--- src/rtl/seq1001_pkg.sv ---
// Shared types and constants for the 1001-framed serial transmitter.
package seq1001_pkg;

    typedef enum logic [2:0] {
        IDLE   = 3'b000,
        SYNC   = 3'b001,
        DATA   = 3'b010,
        PARITY = 3'b011,
        GAP    = 3'b100
    } state_t;

    localparam logic [3:0]  SYNC_PATTERN = 4'b1001;
    localparam int unsigned SYNC_LEN     = 4;

    function automatic int unsigned frame_len(input int unsigned data_w,
                                              input int unsigned gap_bits,
                                              input bit          parity_en);
        return SYNC_LEN + data_w + gap_bits + (parity_en ? 1 : 0);
    endfunction

    function automatic int unsigned max3(input int unsigned a,
                                         input int unsigned b,
                                         input int unsigned c);
        int unsigned m;
        m = (a > b) ? a : b;
        return (m > c) ? m : c;
    endfunction

endpackage

--- src/rtl/seq_tx_shifter.sv ---
// Parallel-load, MSB-first shift register; o_sout is the current MSB.
module seq_tx_shifter #(
    parameter int unsigned W = 8
) (
    input  logic         clk,
    input  logic         rst_n,
    input  logic         i_load,
    input  logic         i_shift,
    input  logic [W-1:0] i_data,
    output logic         o_sout
);

    logic [W-1:0] r_sh;

    always_ff @(posedge clk or negedge rst_n) begin
        if (!rst_n) begin
            r_sh <= '0;
        end else if (i_load) begin
            r_sh <= i_data;
        end else if (i_shift) begin
            r_sh <= r_sh << 1;
        end
    end

    assign o_sout = r_sh[W-1];

endmodule

--- src/rtl/sequence_1001_tx.sv ---
// Serial frame transmitter: 1001 sync, MSB-first payload, optional even parity
// (SEQ_TX_PARITY_EN), then GAP_BITS zeros; done pulses on return to IDLE.
module sequence_1001_tx
    import seq1001_pkg::*;
#(
    parameter int unsigned DATA_W   = 8,
    parameter int unsigned GAP_BITS = 2
) (
    input  logic              clk,
    input  logic              reset,
    input  logic              start,
    input  logic [DATA_W-1:0] data,
    output logic              x,
    output logic              busy,
    output logic              done,
    output logic [2:0]        curstate
);

    localparam int unsigned CNT_W = $clog2(max3(DATA_W, GAP_BITS, SYNC_LEN) + 1);

    state_t             r_state;
    state_t             w_state_nx;
    logic [CNT_W-1:0]   r_cnt;
    logic [CNT_W-1:0]   w_cnt_nx;
    logic               r_x;
    logic               r_busy;
    logic               r_done;
    logic               w_x_nx;
    logic               w_busy_nx;
    logic               w_done_nx;
    logic               w_load;
    logic               w_shift;
    logic               w_sout;
    logic [1:0]         w_sync_idx;
`ifdef SEQ_TX_PARITY_EN
    logic               r_parity;
`endif

    seq_tx_shifter #(.W(DATA_W)) u_shifter (
        .clk     (clk),
        .rst_n   (reset),
        .i_load  (w_load),
        .i_shift (w_shift),
        .i_data  (data),
        .o_sout  (w_sout)
    );

    // r_cnt holds the bits still to follow the one currently on x in this state
    assign w_sync_idx = 2'(r_cnt - CNT_W'(1));

    always_ff @(posedge clk or negedge reset) begin
        if (!reset) begin
            r_state <= IDLE;
            r_cnt   <= '0;
            r_x     <= 1'b0;
            r_busy  <= 1'b0;
            r_done  <= 1'b0;
        end else begin
            r_state <= w_state_nx;
            r_cnt   <= w_cnt_nx;
            r_x     <= w_x_nx;
            r_busy  <= w_busy_nx;
            r_done  <= w_done_nx;
        end
    end

`ifdef SEQ_TX_PARITY_EN
    always_ff @(posedge clk or negedge reset) begin
        if (!reset) begin
            r_parity <= 1'b0;
        end else if (w_load) begin
            r_parity <= ^data;
        end
    end
`endif

    always_comb begin
        w_state_nx = r_state;
        w_cnt_nx   = r_cnt;
        w_x_nx     = 1'b0;
        w_busy_nx  = r_busy;
        w_done_nx  = 1'b0;
        w_load     = 1'b0;
        w_shift    = 1'b0;
        case (r_state)
            IDLE: begin
                w_busy_nx = 1'b0;
                if (start) begin
                    w_state_nx = SYNC;
                    w_cnt_nx   = CNT_W'(SYNC_LEN - 1);
                    w_x_nx     = SYNC_PATTERN[3];
                    w_busy_nx  = 1'b1;
                    w_load     = 1'b1;
                end
            end
            SYNC: begin
                if (r_cnt != '0) begin
                    w_cnt_nx = r_cnt - CNT_W'(1);
                    w_x_nx   = SYNC_PATTERN[w_sync_idx];
                end else begin
                    w_state_nx = DATA;
                    w_cnt_nx   = CNT_W'(DATA_W - 1);
                    w_x_nx     = w_sout;
                    w_shift    = 1'b1;
                end
            end
            DATA: begin
                if (r_cnt != '0) begin
                    w_cnt_nx = r_cnt - CNT_W'(1);
                    w_x_nx   = w_sout;
                    w_shift  = 1'b1;
                end else begin
`ifdef SEQ_TX_PARITY_EN
                    w_state_nx = PARITY;
                    w_cnt_nx   = '0;
                    w_x_nx     = r_parity;
`else
                    w_state_nx = GAP;
                    w_cnt_nx   = CNT_W'(GAP_BITS - 1);
`endif
                end
            end
`ifdef SEQ_TX_PARITY_EN
            PARITY: begin
                w_state_nx = GAP;
                w_cnt_nx   = CNT_W'(GAP_BITS - 1);
            end
`endif
            GAP: begin
                if (r_cnt != '0) begin
                    w_cnt_nx = r_cnt - CNT_W'(1);
                end else begin
                    w_state_nx = IDLE;
                    w_cnt_nx   = '0;
                    w_busy_nx  = 1'b0;
                    w_done_nx  = 1'b1;
                end
            end
            default: begin
                w_state_nx = IDLE;
                w_cnt_nx   = '0;
                w_busy_nx  = 1'b0;
            end
        endcase
    end

    assign x        = r_x;
    assign busy     = r_busy;
    assign done     = r_done;
    assign curstate = r_state;

endmodule

--- config.mk ---
export PLATFORM = sky130hd
export DESIGN_NAME = sequence_1001_tx
export DESIGN_NICKNAME = d
export VERILOG_FILES = /design/src/rtl/seq1001_pkg.sv /design/src/rtl/seq_tx_shifter.sv /design/src/rtl/sequence_1001_tx.sv
export SDC_FILE = /design/constraint.sdc
export NUM_CORES = 1
export LEC_CHECK = 0
export BUFFER_PORTS_ARGS = -buffer_cell sky130_fd_sc_hd__buf_4
export CELL_PAD_IN_SITES_DETAIL_PLACEMENT = 0
export CELL_PAD_IN_SITES_GLOBAL_PLACEMENT = 1
export CORE_ASPECT_RATIO = 0.75
export CORE_UTILIZATION = 41
export DETAILED_ROUTE_END_ITERATION = 7
export HOLD_SLACK_MARGIN = 0.02
export PLACE_DENSITY = 0.72
export SLEW_MARGIN = 20
export SYNTH_ARGS = -nofsm -noshare
export SYNTH_HDL_FRONTEND = slang
export SYNTH_SLANG_ARGS = --single-unit
--- constraint.sdc ---
create_clock -name clk -period 2.5 [get_ports clk]
set_input_delay 0.25 -clock clk [delete_from_list [all_inputs] [get_ports clk]]
set_output_delay 0.25 -clock clk [all_outputs]
set_load 0.1 [all_outputs]
## Word-level counts from Yosys, hierarchy flattened

Index checks and enable logic that the tools add are counted.

- Word-level logic and storage cells: 47
- Register bits after elaboration: 18

- Eq/ne operators: 7
- Bitwise operators: 1
- Add/sub/neg operators: 1
- Order comparisons: 1
- Reductions and logical operators: 6
- Mux-type cells: 25

Operators with widths:

| kind | count |
|---|---|
| $mux 4 | 4 |
| $mux 8 | 2 |
| $pmux 4 s4 | 1 |
| $mux 3 | 4 |
| $pmux 3 s4 | 1 |
| $mux 1 | 9 |
| $ne 2x2->1 const B | 4 |
| $pmux 1 s3 | 2 |
| $reduce_and 4->1 | 1 |
| $reduce_bool 4->1 | 1 |
| $sub 4x1->4 const B | 1 |
| $eq 3x1->1 const B | 1 |
| $eq 3x2->1 const B | 1 |
| $eq 3x3->1 const B | 1 |
| $logic_not 3->1 | 1 |
| $lt 2x3->1 const B | 1 |
| $bmux 1 s2 | 1 |
| $pmux 1 s2 | 1 |
| $reduce_and 2->1 | 1 |
| $reduce_bool 2->1 | 1 |
| $reduce_or 2->1 | 1 |
| $not 1->1 | 1 |

## Logic depth before layout (Yosys ltp)

Gate-level depths: netlist (run 1).

- Depth after elaboration: 5
- Mapped depth: 6

## Cells and area by module

A second synthesis (run 1) with hierarchy kept.

- Cells, all modules: 111
- Area total of the unflattened synthesis: 1,052.3 um2

Modules (own cells, without submodules):

| module | sequential area each (um2) | cells an instance | area each (um2) | times used |
|---|---|---|---|---|
| sequence_1001_tx | 250.2 | 77 | 683.2 | 1 |
| seq_tx_shifter | 200.2 | 34 | 369.1 | 1 |

## Least setup slack after synthesis (run 1)

No wires, ideal clock.

- Kind: register to register
- Start point: register r_state[0], in the netlist curstate[0]
- End point: register u_shifter.r_sh[1]
- Buffers on the path: 0
- Slack: 0.427 ns
- Setup time: 0.126 ns
- Cell stages (with the launch flop): 5
- Arrival time: 1.947 ns
- Data required time: 2.374 ns
- Period minus slack after synthesis: 2.073 ns
- Cell sequence: dfrtp_1 nor2b_1 mux2i_4 o21a_1 a221o_1

- Longest elaborated chain between the ends: 3
- Elaborated cells between the ends (all ways): 7
- Classes of those cells: eq/ne (2); mux (3); reduce/logical (2)

RTL lines:

| item | RTL line | text |
|---|---|---|
| start: declaration | sequence_1001_tx.sv:21 | `state_t r_state;` |
| start signal: assignment | sequence_1001_tx.sv:59 | `r_state <= w_state_nx;` |
| $eq 3x2->1, or another cell as far along | sequence_1001_tx.sv:85 | `case (r_state)` |
| $pmux 1 s2 or $mux 1 (tied branches) | sequence_1001_tx.sv:85 |  |
| $reduce_bool 2->1 (no source line) or $mux 8 (tied branches) | -- |  |
| end signal: assignment | seq_tx_shifter.sv:19 | `r_sh <= i_data;` |
| end signal: assignment | seq_tx_shifter.sv:21 | `r_sh <= r_sh << 1;` |
| end: declaration | seq_tx_shifter.sv:13 | `logic [W-1:0] r_sh;` |

Parallel ways exist; a longest one is shown, timed or not.
A chain may end at the register's enable or synchronous reset.

## Worst setup path in the final report (run 1)

- Start point: register r_cnt[0]
- End point: register u_shifter.r_sh[2]

- Longest elaborated chain between the ends: 4
- Elaborated cells between the ends (all ways): 5
- Classes of those cells: mux (3); reduce/logical (2)

RTL lines:

| item | RTL line | text |
|---|---|---|
| start: declaration | sequence_1001_tx.sv:23 | `logic [CNT_W-1:0] r_cnt;` |
| start signal: assignment | sequence_1001_tx.sv:60 | `r_cnt <= w_cnt_nx;` |
| $reduce_bool 4->1 * | sequence_1001_tx.sv:97, sequence_1001_tx.sv:108 |  |
| $mux 1, on equally long branches | sequence_1001_tx.sv:108, sequence_1001_tx.sv:97 |  |
| $pmux 1 s2 * | sequence_1001_tx.sv:85 |  |
| $reduce_bool 2->1 (no source line) * | -- |  |

Mark *: on every way between the ends. The rest lies on a longest branch, timed or not.

==> results of run 1 <==
-- worst max-delay path: stages (launching register included) --
cell and delay [ns]:
sky130_fd_sc_hd__dfrtp_1 0.43, sky130_fd_sc_hd__inv_1 0.13, sky130_fd_sc_hd__ha_1 0.19, sky130_fd_sc_hd__or3b_4 0.42
sky130_fd_sc_hd__mux2i_4 0.21, sky130_fd_sc_hd__o21a_1 0.27, sky130_fd_sc_hd__a221o_1 0.33
-- cell type report --
class / count / area share, %
tap: 24 / 2.62
timing repair buffer: 18 / 12.0
sequential: 18 / 39.3
clock buffer: 4 / 3.16
multi-input combinational: 66 / 40.3
inverter: 8 / 2.62
-- metrics by stage --
step | cells | cell area [µm²] | setup slack, ns | hold slack [ns]
after floorplan | 96 | 962 | 0.427 | -0.0456
after global placement | 133 | 1100 | 0.488 | 0.127
after detailed placement | 133 | 1100 | 0.439 | 0.131
after CTS | 138 | 1150 | 0.417 | 0.185
after global routing | 138 | 1150 | 0.297 | 0.204
final | 138 | 1150 | 0.409 | 0.182
-- final timing paths --
path | slack (ns) | to | depth (start not counted) | from
min reg2reg | 0.52 | u_shifter.r_sh[3] | 1 | u_shifter.r_sh[3]
max | 0.41 | u_shifter.r_sh[2] | 6 | r_cnt[0]
max reg2reg | 0.41 | u_shifter.r_sh[2] | 6 | r_cnt[0]
min in group asynchronous | 0.35 | u_shifter.r_sh[2] | 2 | reset
min | 0.18 | u_shifter.r_sh[0] | 3 | data[0]
max in group asynchronous | 1.95 | u_shifter.r_sh[3] | 2 | reset
-- state kept, by name, indices dropped and copies added, names as in the netlist --
register,cells
curstate,3
busy,1
r_cnt,4
done,1
x,1
u_shifter.r_sh,8
-- layer usage --
metal,track usage [%],vias to the layer above,routed length (µm)
met5,0,-,0
li1,-,388,-
met4,4.29,0,10
met3,6.27,2,129
met2,26.2,27,832
met1,29.5,349,1070
-- kinds of logic after synthesis --
family | share of synthesized area, %
simple gates | 19.8
compound gates | 20.5
flops | 46.8
buf+inv | 5.07
xor+xnor | 1.82
mux | 3.38
fa+ha+maj | 2.60
-- repair_timing --
item,4_1_cts,5_1_grt
setup buffers,0,0
hold buffers,1,0
endpoints found under the hold margin,18,0
setup endpoints to repair,0,0
-- power groups by stage --
stage          logic [mW]  clock network [mW]  registers (mW)
2_1_floorplan       0.583                   0           0.726
3_3_place_gp        0.965                   0           0.552
3_5_place_dp        0.962                   0           0.553
4_1_cts             0.966               0.186           0.547
5_1_grt              1.06               0.201           0.572
6_report            0.960               0.178           0.549
-- layout by cell type (no fill, tap or decap), types with 3 or more instances in the layout --
master,netlist,routed
sky130_fd_sc_hd__buf_4,0,17
sky130_fd_sc_hd__inv_1,8,8
sky130_fd_sc_hd__dfrtp_1,18,18
sky130_fd_sc_hd__clkbuf_4,0,3
sky130_fd_sc_hd__and3_1,6,6
sky130_fd_sc_hd__o21ai_0,6,6
sky130_fd_sc_hd__nor2_1,8,8
sky130_fd_sc_hd__a21oi_1,6,6
sky130_fd_sc_hd__a221o_1,6,6
sky130_fd_sc_hd__nand2_1,5,5
==> results.py, run 1 <==
metrics = {
    "outcome": {
        "run_status": "finished, violations left",
        "failed_checks": "DRC",
    },
    "sta": {
        "final.setup.tns_ns": 0,
        "min_period_over_period_pct": 83.6,
        "timing.fmax_mhz": 478,
        "tightest_slew_ns": 0.627,
        "hold_violations": 0,
        "unrepaired_setup_endpoints_after_global_routing": "no",
        "final.setup_skew_ns": 0.00631,
        "maxSlewViolCount": 0,
        "timing.slew.headroom_pct": 57.8,
        "layout_min_cycle_time_ns": 2.09,
        "timing.final.setup_violations": 0,
    },
    "grt": {
        "grt_antenna_before_repair": 0,
        "gr-usage-all-layers_pct": 19.3,
        "grt_pass1_vias": 750,
        "global_route.overflow_total": 0,
        "grt_pass1_wl_mm": 3.62,
        "grt_max_degree": 19,
    },
    "logic_synthesis": {
        "mappedNetlistNets": 109,
        "asr_flop_ratio_synth_pct": 100,
        "synth_cell_type_count": 36,
        "primary_ff_master_synth": "sky130_fd_sc_hd__dfrtp_1",
        "ys_ff_latch": 18,
        "yosysWarnings": 0,
        "yosys.area.top_type_share_pct": 46.8,
        "syn_avg_cell_area_um2": 10.0,
        "cell_type_with_the_largest_total_area_after_synthesis": "sky130_fd_sc_hd__dfrtp_1",
        "yosys-top-cells-area": "sky130_fd_sc_hd__dfrtp_1 (47%), sky130_fd_sc_hd__a221o_1 (6.2%), sky130_fd_sc_hd__and3_1 (3.9%)",
        "synth_common_cells": "sky130_fd_sc_hd__dfrtp_1 (18), sky130_fd_sc_hd__inv_1 (8), sky130_fd_sc_hd__nor2_1 (8)",
        "yosys.cell_count.top_type": "sky130_fd_sc_hd__dfrtp_1",
        "synth_edf_count": 0,
        "synth_seq_area_share_pct": 46.8,
        "synthesis.area_um2": 962,
        "postSynthCellCount": 96,
    },
    "power": {
        "power_report.internal_total_mw": 0.872,
        "p_total_mw": 1.69,
        "worst_ir_drop_vdd_uv": 709,
        "power.net_switching_mw": 0.815,
        "switching_share_pct": 48.3,
        "power.sequential.fraction_pct": 32.5,
        "clock_power_share_pct": 10.5,
        "combinationalPowerShare_pct": 56.9,
        "leakagePower_nw": 0.553,
        "powerDensity_nw_per_um2": 1470,
    },
    "worst_setup_path": {
        "cp-end-kind": "register",
        "cp_data_arrival_time_ns": 2.28,
        "crit_fanout": 7,
        "cp_data_required_time_ns": 2.69,
        "critical_path.startpoint_type": "register",
        "worst-setup-path-type": "reg2reg",
    },
    "detailed_routing": {
        "avgRoutedWirePerCell_um": 14.8,
        "post_drt_via_cell_ratio": 5.55,
        "detail_route.wirelength_mm": 2.04,
        "postRouteAntennaNets": 0,
        "post_route_drc_violation_count": 2,
        "num_vias": 766,
        "drt_first_iter_violations": 29,
        "drt_first_pass_iters": 6,
    },
    "final_layout": {
        "share_of_post_route_cells_with_drive_strength_above_1_pct": 25.4,
        "nets": 128,
        "antenna_cells_inserted": 0,
        "layout.filler_cells": 197,
        "syn2layout_area_growth_pct": 19.2,
        "final_util_pct": 54.6,
        "multiInputGateArea_um2": 463,
        "regArea_um2": 450,
    },
    "clocking": {
        "ctsLongestPathBuffers": 2,
        "clkSlewWorstSetupHoldPaths_ns": 0.10,
        "clock_tree.htree_level_count": 1,
        "cts_made_buffers": 3,
        "tritoncts_num_sinks": 18,
        "root_buffer": "sky130_fd_sc_hd__clkbuf_4",
        "cts_tree": "built",
        "cts_resized": 0,
        "clk_latency_ns": 0.29,
    },
    "floorplan": {
        "start_util_pct": 45.8,
        "floorplan.die.height_um": 44.0,
        "die_w_um": 57.9,
        "num_rows": 14,
        "total_die_area_um2": 2550,
        "core_footprint_um2": 2100,
        "design.portCount": 17,
    },
    "place": {
        "port-buffer-count": 16,
        "dp.final_hpwl_mm": 1.53,
        "place_congestion": 0.831,
    },
    "min_path": {
        "hold_class": "in2reg",
    },
    "flow_run": {
        "max-cap-violations": 0,
    },
}
Note: power is estimated with default switching activity, not from simulation.
==> run 2: changes to the inputs <==
Settings changed: ABC_AREA set to 1, CORE_UTILIZATION 41 to 36, PLACE_DENSITY 0.72 to 0.7.
Clock period 2.5 ns to 1.7 ns, I/O delays scaled along.
==> run 2 against run 1 <==
Net effect: the run now ends clean; hold slack worse by 0.12 ns; design area is 2.8% higher; global-route usage is 4.8 points lower; utilization is 6.2 points lower; fmax is 37% higher; via count is 5.6% higher; cell count is 27% higher; wire length is 9.8% lower; total power is 50% higher; critical path type unchanged; critical endpoint is now x; largest cell class is now sequential cells.
==> results.py, run 2 <==
metrics = {
    "final_layout": {
        "syn2layout_area_growth_pct": 20.6,
        "most-common-layout-cells": "sky130_fd_sc_hd__nand2_1 (39), sky130_fd_sc_hd__nand3_1 (20), sky130_fd_sc_hd__buf_4 (16)",
        "stdcell_area_um2": 1180,
        "final_util_pct": 48.4,
        "nets": 155,
        "antenna_cells_inserted": 0,
        "largest_register_ffs": 8,
        "max_flop_register": "u_shifter.r_sh",
        "share_of_post_route_cells_with_drive_strength_above_1_pct": 24.1,
        "layout.cells.most_common": "sky130_fd_sc_hd__nand2_1",
    },
    "detailed_routing": {
        "postRouteAntennaNets": 0,
        "avgRoutedWirePerCell_um": 10.5,
        "post_drt_via_cell_ratio": 4.62,
        "num_vias": 809,
        "drt_first_pass_iters": 4,
        "post_route_drc_violation_count": 0,
        "detail_route.wirelength_mm": 1.84,
        "drt_first_iter_violations": 37,
    },
    "place": {
        "detailed_place.area_um2": 1130,
        "dp.final_hpwl_mm": 1.42,
        "place_congestion": 0.843,
        "port-buffer-count": 16,
    },
    "floorplan": {
        "num_rows": 15,
        "start_util_pct": 40.1,
        "die_w_um": 62.2,
        "total_die_area_um2": 2930,
        "core_footprint_um2": 2440,
        "floorplan.die.height_um": 47.2,
        "design.portCount": 17,
    },
    "logic_synthesis": {
        "primary_ff_master_synth": "sky130_fd_sc_hd__dfrtp_1",
        "yosys-top-cells-area": "sky130_fd_sc_hd__dfrtp_1 (46%), sky130_fd_sc_hd__nand2_1 (15%), sky130_fd_sc_hd__nand3_1 (10%)",
        "yosysWarnings": 0,
        "postSynthCellCount": 121,
        "syn_avg_cell_area_um2": 8.09,
        "mappedNetlistNets": 134,
        "synth_edf_count": 0,
        "synth_common_cells": "sky130_fd_sc_hd__nand2_1 (39), sky130_fd_sc_hd__nand3_1 (20), sky130_fd_sc_hd__dfrtp_1 (18)",
        "yosys.cell_count.top_type": "sky130_fd_sc_hd__nand2_1",
        "ys_ff_latch": 18,
        "synthesis.area_um2": 978,
        "synth_seq_area_share_pct": 46.0,
        "asr_flop_ratio_synth_pct": 100,
        "yosys.area.top_type_share_pct": 46.0,
        "cell_type_with_the_largest_total_area_after_synthesis": "sky130_fd_sc_hd__dfrtp_1",
        "synth_cell_type_count": 22,
    },
    "min_path": {
        "hold_class": "in2reg",
        "hold_start": "data[0]",
    },
    "clocking": {
        "post-cts-setup-buffers": 0,
        "clock_tree.htree_level_count": 1,
        "tritoncts_num_sinks": 18,
        "ctsLongestPathBuffers": 2,
        "cts_tree": "built",
        "root_buffer": "sky130_fd_sc_hd__clkbuf_4",
        "clk_latency_ns": 0.29,
        "cts_made_buffers": 3,
        "cts_resized": 0,
        "clkSlewWorstSetupHoldPaths_ns": 0.10,
    },
    "worst_setup_path": {
        "cp_data_required_time_ns": 1.87,
        "critical-path-top-delay-family": "simple AND/OR/NAND/NOR gates",
        "cp-end-kind": "register",
        "worst_setup_path_startpoint": "r_cnt[0]",
        "crit_path_cell_trace": "inv_1, ha_1, nand2_1, nor2_2, nand2_1, nand2_4, inv_6, nand2_1, o211ai_2",
        "cp_slowest_stage_delay_ns": 0.43,
        "crit_path_frequent_cell": "sky130_fd_sc_hd__nand2_1",
        "critical_path.startpoint_type": "register",
        "crit_path_slowest_cell": "sky130_fd_sc_hd__dfrtp_1",
        "crit_fanout": 9,
        "reg2reg_from": "r_cnt[0]",
        "cp_data_arrival_time_ns": 1.70,
        "crit_buf_inv": 2,
        "worst-setup-path-type": "reg2reg",
    },
    "power": {
        "combinationalPowerShare_pct": 60.5,
        "worst_ir_drop_vdd_uv": 592,
        "power_report.internal_total_mw": 1.20,
        "powerDensity_nw_per_um2": 2140,
        "leakagePower_nw": 0.633,
        "switching_share_pct": 52.5,
        "clock_power_share_pct": 10.4,
        "p_total_mw": 2.53,
        "power.sequential.fraction_pct": 29.2,
        "power.net_switching_mw": 1.32,
    },
    "sta": {
        "hold_violations": 0,
        "min_period_over_period_pct": 90.0,
        "layout_min_cycle_time_ns": 1.53,
        "timing.final.setup_violations": 0,
        "tightest_slew_ns": 0.279,
        "timing.slew.headroom_pct": 81.5,
        "maxSlewViolCount": 0,
        "final.setup_skew_ns": 0.00226,
        "final.setup.tns_ns": 0,
        "unrepaired_setup_endpoints_after_global_routing": "no",
        "timing.fmax_mhz": 653,
    },
    "flow_run": {
        "max-cap-violations": 0,
    },
    "grt": {
        "global_route.overflow_total": 0,
        "grt_max_degree": 19,
        "grt_pass1_wl_mm": 3.12,
        "gr-usage-all-layers_pct": 14.5,
        "grt_antenna_before_repair": 0,
        "grt_pass1_vias": 684,
    },
    "outcome": {
        "run_status": "complete, no violations",
    },
}
## run 2: changes by cell type in the layout (fill, tap and decap cells not counted), sizes merged, moves of 5 or more
| cell | change |
|---|---|
| nand3 | +19 |
| inv | +8 |
| a21oi | -5 |
| a221o | -6 |
| and3 | -7 |
| nand2 | +38 |
## run 2: cell type report
class / count / area (µm²)
Inverter: 16 / 65.1
Clock buffer: 4 / 36.3
Sequential cell: 18 / 454
Fill cell: 252 / 1260
Tap cell: 34 / 42.5
Timing Repair Buffer: 17 / 130
Multi-Input combinational cell: 86 / 452
## run 2: worst min-delay path, cell delays in order
cell                      delay (ns)
sky130_fd_sc_hd__buf_4          0.07
sky130_fd_sc_hd__nand2_1        0.04
sky130_fd_sc_hd__nand2_1        0.05
## run 2: power by group through the flow
stage	Sequential, mW	Combinational (mW)	Clock, mW
detailed placement	0.745	1.53	0
global placement	0.747	1.55	0
floorplan	1.08	0.901	0
CTS	0.736	1.54	0.277
global route	0.760	1.71	0.300
finish	0.736	1.53	0.262
## run 2: per-layer routing
layer | global-route usage [%] | wire (µm)
met1 | 21.5 | 1010
met5 | 0 | 0
met3 | 5.58 | 109
met4 | 4.65 | 12
met2 | 18.9 | 711
## run 2: final timing paths
check                      slack [ns]  cells past startpoint                 to
max                              0.17                      9                  x
min                              0.07                      3  u_shifter.r_sh[0]
max reg2reg                      0.17                      9                  x
min reg2reg                      0.49                      2           r_cnt[1]
max in group asynchronous        1.22                      2        curstate[1]
min in group asynchronous        0.27                      2        curstate[2]
## run 2: kinds of logic (layout without fill, tap and decap cells)
family | after synthesis | after routing | synth area share, %
DFF | 18 | 18 | 46.0
buffers and inverters | 17 | 37 | 7.80
adders and majority gates | 2 | 2 | 2.56
and+or+nand+nor | 71 | 71 | 34.9
AOI/OAI and AO/OA | 10 | 10 | 6.01
xor gates and xnor gates | 3 | 3 | 2.69
## run 2: through the flow
step	setup slack, ns	std cells	hold slack (ns)
final	0.169	175	0.0653
after global routing	0.0533	175	0.0674
after CTS	0.173	175	0.0592
after detailed placement	0.189	170	0.0569
after global placement	0.250	170	0.0551
after floorplan	0.180	121	-0.126
## run 2: repair_timing
item / in CTS / in global routing
endpoints found under the setup margin: 0 / 0
hold endpoints to repair: 18 / 0
hold buffers: 1 / 0
==> run 3: changes to the inputs <==
Settings changed: SYNTH_HIERARCHICAL set to 1.
==> run 3 against run 2 <==
Net effect: via count is 7.7% higher; synthesized cell count is 2.5% higher; total power increased by 3.9%; sequential power down 1%; non-clock buffer count rose by 11; first-iteration DRC count grew 2.7%; critical path depth grew 1; critical path type unchanged; largest cell class is now multi-input gates; highest routed layer unchanged.
==> results.py, run 3 <==
metrics = {
    "outcome": {
        "run_status": "complete, no violations",
    },
    "sta": {
        "timing.slew.headroom_pct": 79.0,
        "layout_min_cycle_time_ns": 1.58,
        "hold_violations": 0,
        "maxSlewViolCount": 0,
        "tightest_slew_ns": 0.314,
        "min_period_over_period_pct": 92.9,
        "timing.final.setup_violations": 0,
        "final.setup_skew_ns": 0.00536,
        "timing.fmax_mhz": 633,
    },
    "worst_setup_path": {
        "cp_data_arrival_time_ns": 1.81,
        "crit_fanout": 8,
        "cp_slowest_stage_delay_ns": 0.39,
        "crit_buf_inv": 3,
        "critical-path-top-delay-family": "simple AND/OR/NAND/NOR gates",
        "regToRegSetupSlack_ns": 0.12,
        "cp_data_required_time_ns": 1.93,
        "worst-setup-path-type": "reg2reg",
        "critical_path.startpoint_type": "register",
        "crit_path_slowest_cell": "sky130_fd_sc_hd__dfrtp_1",
        "rr_worst_depth": 10,
        "worst_r2r_endpoint": "u_shifter/r_sh[6]",
        "cp-end-kind": "register",
        "reg2reg_from": "r_cnt[1]",
        "crit_path_cell_trace": "inv_1, ha_1, nand2_2, buf_4, inv_4, nor2_2, o21bai_4, nor2_8, nand2_1, nand3_1",
    },
    "logic_synthesis": {
        "yosys-top-cells-area": "sky130_fd_sc_hd__dfrtp_1 (46%), sky130_fd_sc_hd__nand2_1 (15%), sky130_fd_sc_hd__nand3_1 (9.1%)",
        "synthesis.area_um2": 990,
        "cell_type_with_the_largest_total_area_after_synthesis": "sky130_fd_sc_hd__dfrtp_1",
        "synth_edf_count": 0,
        "yosysWarnings": 6,
        "ys_ff_latch": 18,
        "synth_seq_area_share_pct": 45.5,
        "asr_flop_ratio_synth_pct": 100,
        "postSynthCellCount": 124,
        "primary_ff_master_synth": "sky130_fd_sc_hd__dfrtp_1",
        "yosys.area.top_type_share_pct": 45.5,
        "synth_cell_type_count": 24,
        "syn_avg_cell_area_um2": 7.98,
        "synth_common_cells": "sky130_fd_sc_hd__nand2_1 (40), sky130_fd_sc_hd__dfrtp_1 (18), sky130_fd_sc_hd__nand3_1 (18)",
        "mappedNetlistNets": 137,
        "yosys.cell_count.top_type": "sky130_fd_sc_hd__nand2_1",
    },
    "floorplan": {
        "design.portCount": 17,
        "core_footprint_um2": 2600,
        "floorplan.die.height_um": 47.4,
        "die_w_um": 62.5,
        "total_die_area_um2": 2960,
        "num_rows": 16,
        "start_util_pct": 38.0,
    },
    "final_layout": {
        "nets": 167,
        "most-common-layout-cells": "sky130_fd_sc_hd__nand2_1 (40), sky130_fd_sc_hd__buf_4 (27), sky130_fd_sc_hd__nand3_1 (18)",
        "multiInputGateArea_um2": 467,
        "largest_register_ffs": 8,
        "final_util_pct": 48.9,
        "layout.filler_cells": 271,
        "max_flop_register": "u_shifter/r_sh",
        "syn2layout_area_growth_pct": 28.7,
        "layout.cells.most_common": "sky130_fd_sc_hd__nand2_1",
        "regArea_um2": 454,
        "share_of_post_route_cells_with_drive_strength_above_1_pct": 29.4,
        "antenna_cells_inserted": 0,
        "finished_layout_cells": 189,
    },
    "grt": {
        "grt_pass1_vias": 699,
        "grt_antenna_before_repair": 0,
        "gr-usage-all-layers_pct": 15.3,
        "global_route.overflow_total": 0,
        "grt_max_degree": 19,
        "grt_pass1_wl_mm": 3.31,
    },
    "min_path": {
        "hold_class": "in2reg",
        "worst_hold_path.endpoint": "u_shifter/r_sh[0]",
        "hold_start": "data[0]",
        "hold_path_depth": 3,
    },
    "detailed_routing": {
        "postRouteAntennaNets": 0,
        "post_drt_via_cell_ratio": 4.61,
        "detail_route.wirelength_mm": 2.06,
        "drt_first_pass_iters": 4,
        "drt_first_iter_violations": 38,
        "num_vias": 871,
        "post_route_drc_violation_count": 0,
        "avgRoutedWirePerCell_um": 10.9,
    },
    "clocking": {
        "clkSlewWorstSetupHoldPaths_ns": 0.10,
        "cts_tree": "built",
        "ctsLongestPathBuffers": 2,
        "root_buffer": "sky130_fd_sc_hd__clkbuf_4",
        "tritoncts_num_sinks": 18,
        "clk_latency_ns": 0.29,
        "cts_made_buffers": 3,
        "clock_tree.htree_level_count": 1,
        "post-cts-setup-buffers": 0,
    },
    "power": {
        "worst_ir_drop_vdd_uv": 745,
        "leakagePower_nw": 0.687,
        "powerDensity_nw_per_um2": 2060,
    },
    "place": {
        "place_congestion": 0.824,
        "post-place-cells": 184,
        "port-buffer-count": 16,
        "dp.final_hpwl_mm": 1.62,
    },
    "flow_run": {
        "max-cap-violations": 0,
    },
}
==> run 3: changes by cell type after synthesis, sizes merged <==
cell / previous run / this run
o21bai: 0 / 2
nor3: 1 / 0
a31oi: 0 / 1
buf: 1 / 3
nand2: 43 / 42
nor2: 7 / 10
xnor2: 1 / 0
inv: 16 / 15
o21ai: 7 / 6
nand3b: 0 / 1
nand3: 20 / 18
a21oi: 1 / 2
==> run 3: stage by stage <==
stage                     setup slack, ns  setup TNS (ns)  hold slack, ns  instance area (µm²)  total power, mW
final                               0.121               0          0.0674                 1270             2.62
after global routing             -0.00349        -0.00349          0.0657                 1270             2.84
after CTS                          0.0456               0          0.0530                 1260             2.62
after detailed placement          -0.0700          -0.371          0.0546                 1210             2.34
after global placement            -0.0255          -0.101          0.0512                 1210             2.33
after floorplan                    0.0374               0          -0.126                  993             1.92
==> run 3: routing by layer <==
layer	part of all wire, %	track usage [%]
met5	0	0
met3	3.9	4.37
met2	41	21.1
met4	0.73	5.58
met1	54	22.7
==> run 3: power by group <==
part           internal (mW)  switching [mW]  total (mW)
Sequential             0.615           0.113       0.728
Clock                  0.130           0.131       0.262
Combinational          0.568            1.06        1.63
Total                   1.31            1.31        2.62
==> run 3: logic make-up (layout without fill, tap and decap cells) <==
family / count (synthesis) / in the layout / share of synthesized area, %
and+or+nand+nor: 71 / 71 / 33.2
xor gates and xnor gates: 2 / 2 / 1.77
AOI/OAI and AO/OA: 13 / 13 / 7.97
buffers and inverters: 18 / 47 / 8.98
DFF: 18 / 18 / 45.5
adders and majority gates: 2 / 2 / 2.53
==> run 3: area by class of cell <==
class                      instances  area share [%]
sequential                        18            35.7
multi-input combinational         88            36.6
timing repair buffer              28            16.7
tap                               36            3.54
clock buffer                       4            2.85
inverter                          15            4.62
==> run 3: worst max path at each step <==
stage	to	depth (start not counted)	start	slack (ns)
4_1_cts	u_shifter/r_sh[3]	10	r_cnt[1]	0.05
2_1_floorplan	u_shifter/r_sh[6]	8	curstate[0]	0.04
5_1_grt	u_shifter/r_sh[3]	10	r_cnt[1]	-0.003
6_report	u_shifter/r_sh[6]	10	r_cnt[1]	0.12
3_3_place_gp	u_shifter/r_sh[7]	7	r_cnt[1]	-0.03
3_5_place_dp	u_shifter/r_sh[3]	7	r_cnt[1]	-0.07
==> run 3: repair_timing <==
item | 4_1_cts | 5_1_grt
endpoints found under the hold margin | 18 | 0
resized for setup | 1 | 2
pin swaps | 0 | 0
setup endpoints to repair | 8 | 10
cloned | 0 | 0
hold buffers | 1 | 0
==> run 3: worst reg2reg max path, cell delays in order (launching register included) <==
cell	delay [ns]
sky130_fd_sc_hd__dfrtp_1	0.39
sky130_fd_sc_hd__inv_1	0.10
sky130_fd_sc_hd__ha_1	0.17
sky130_fd_sc_hd__nand2_2	0.10
sky130_fd_sc_hd__buf_4	0.16
sky130_fd_sc_hd__inv_4	0.04
sky130_fd_sc_hd__nor2_2	0.04
sky130_fd_sc_hd__o21bai_4	0.23
sky130_fd_sc_hd__nor2_8	0.16
sky130_fd_sc_hd__nand2_1	0.07
sky130_fd_sc_hd__nand3_1	0.07
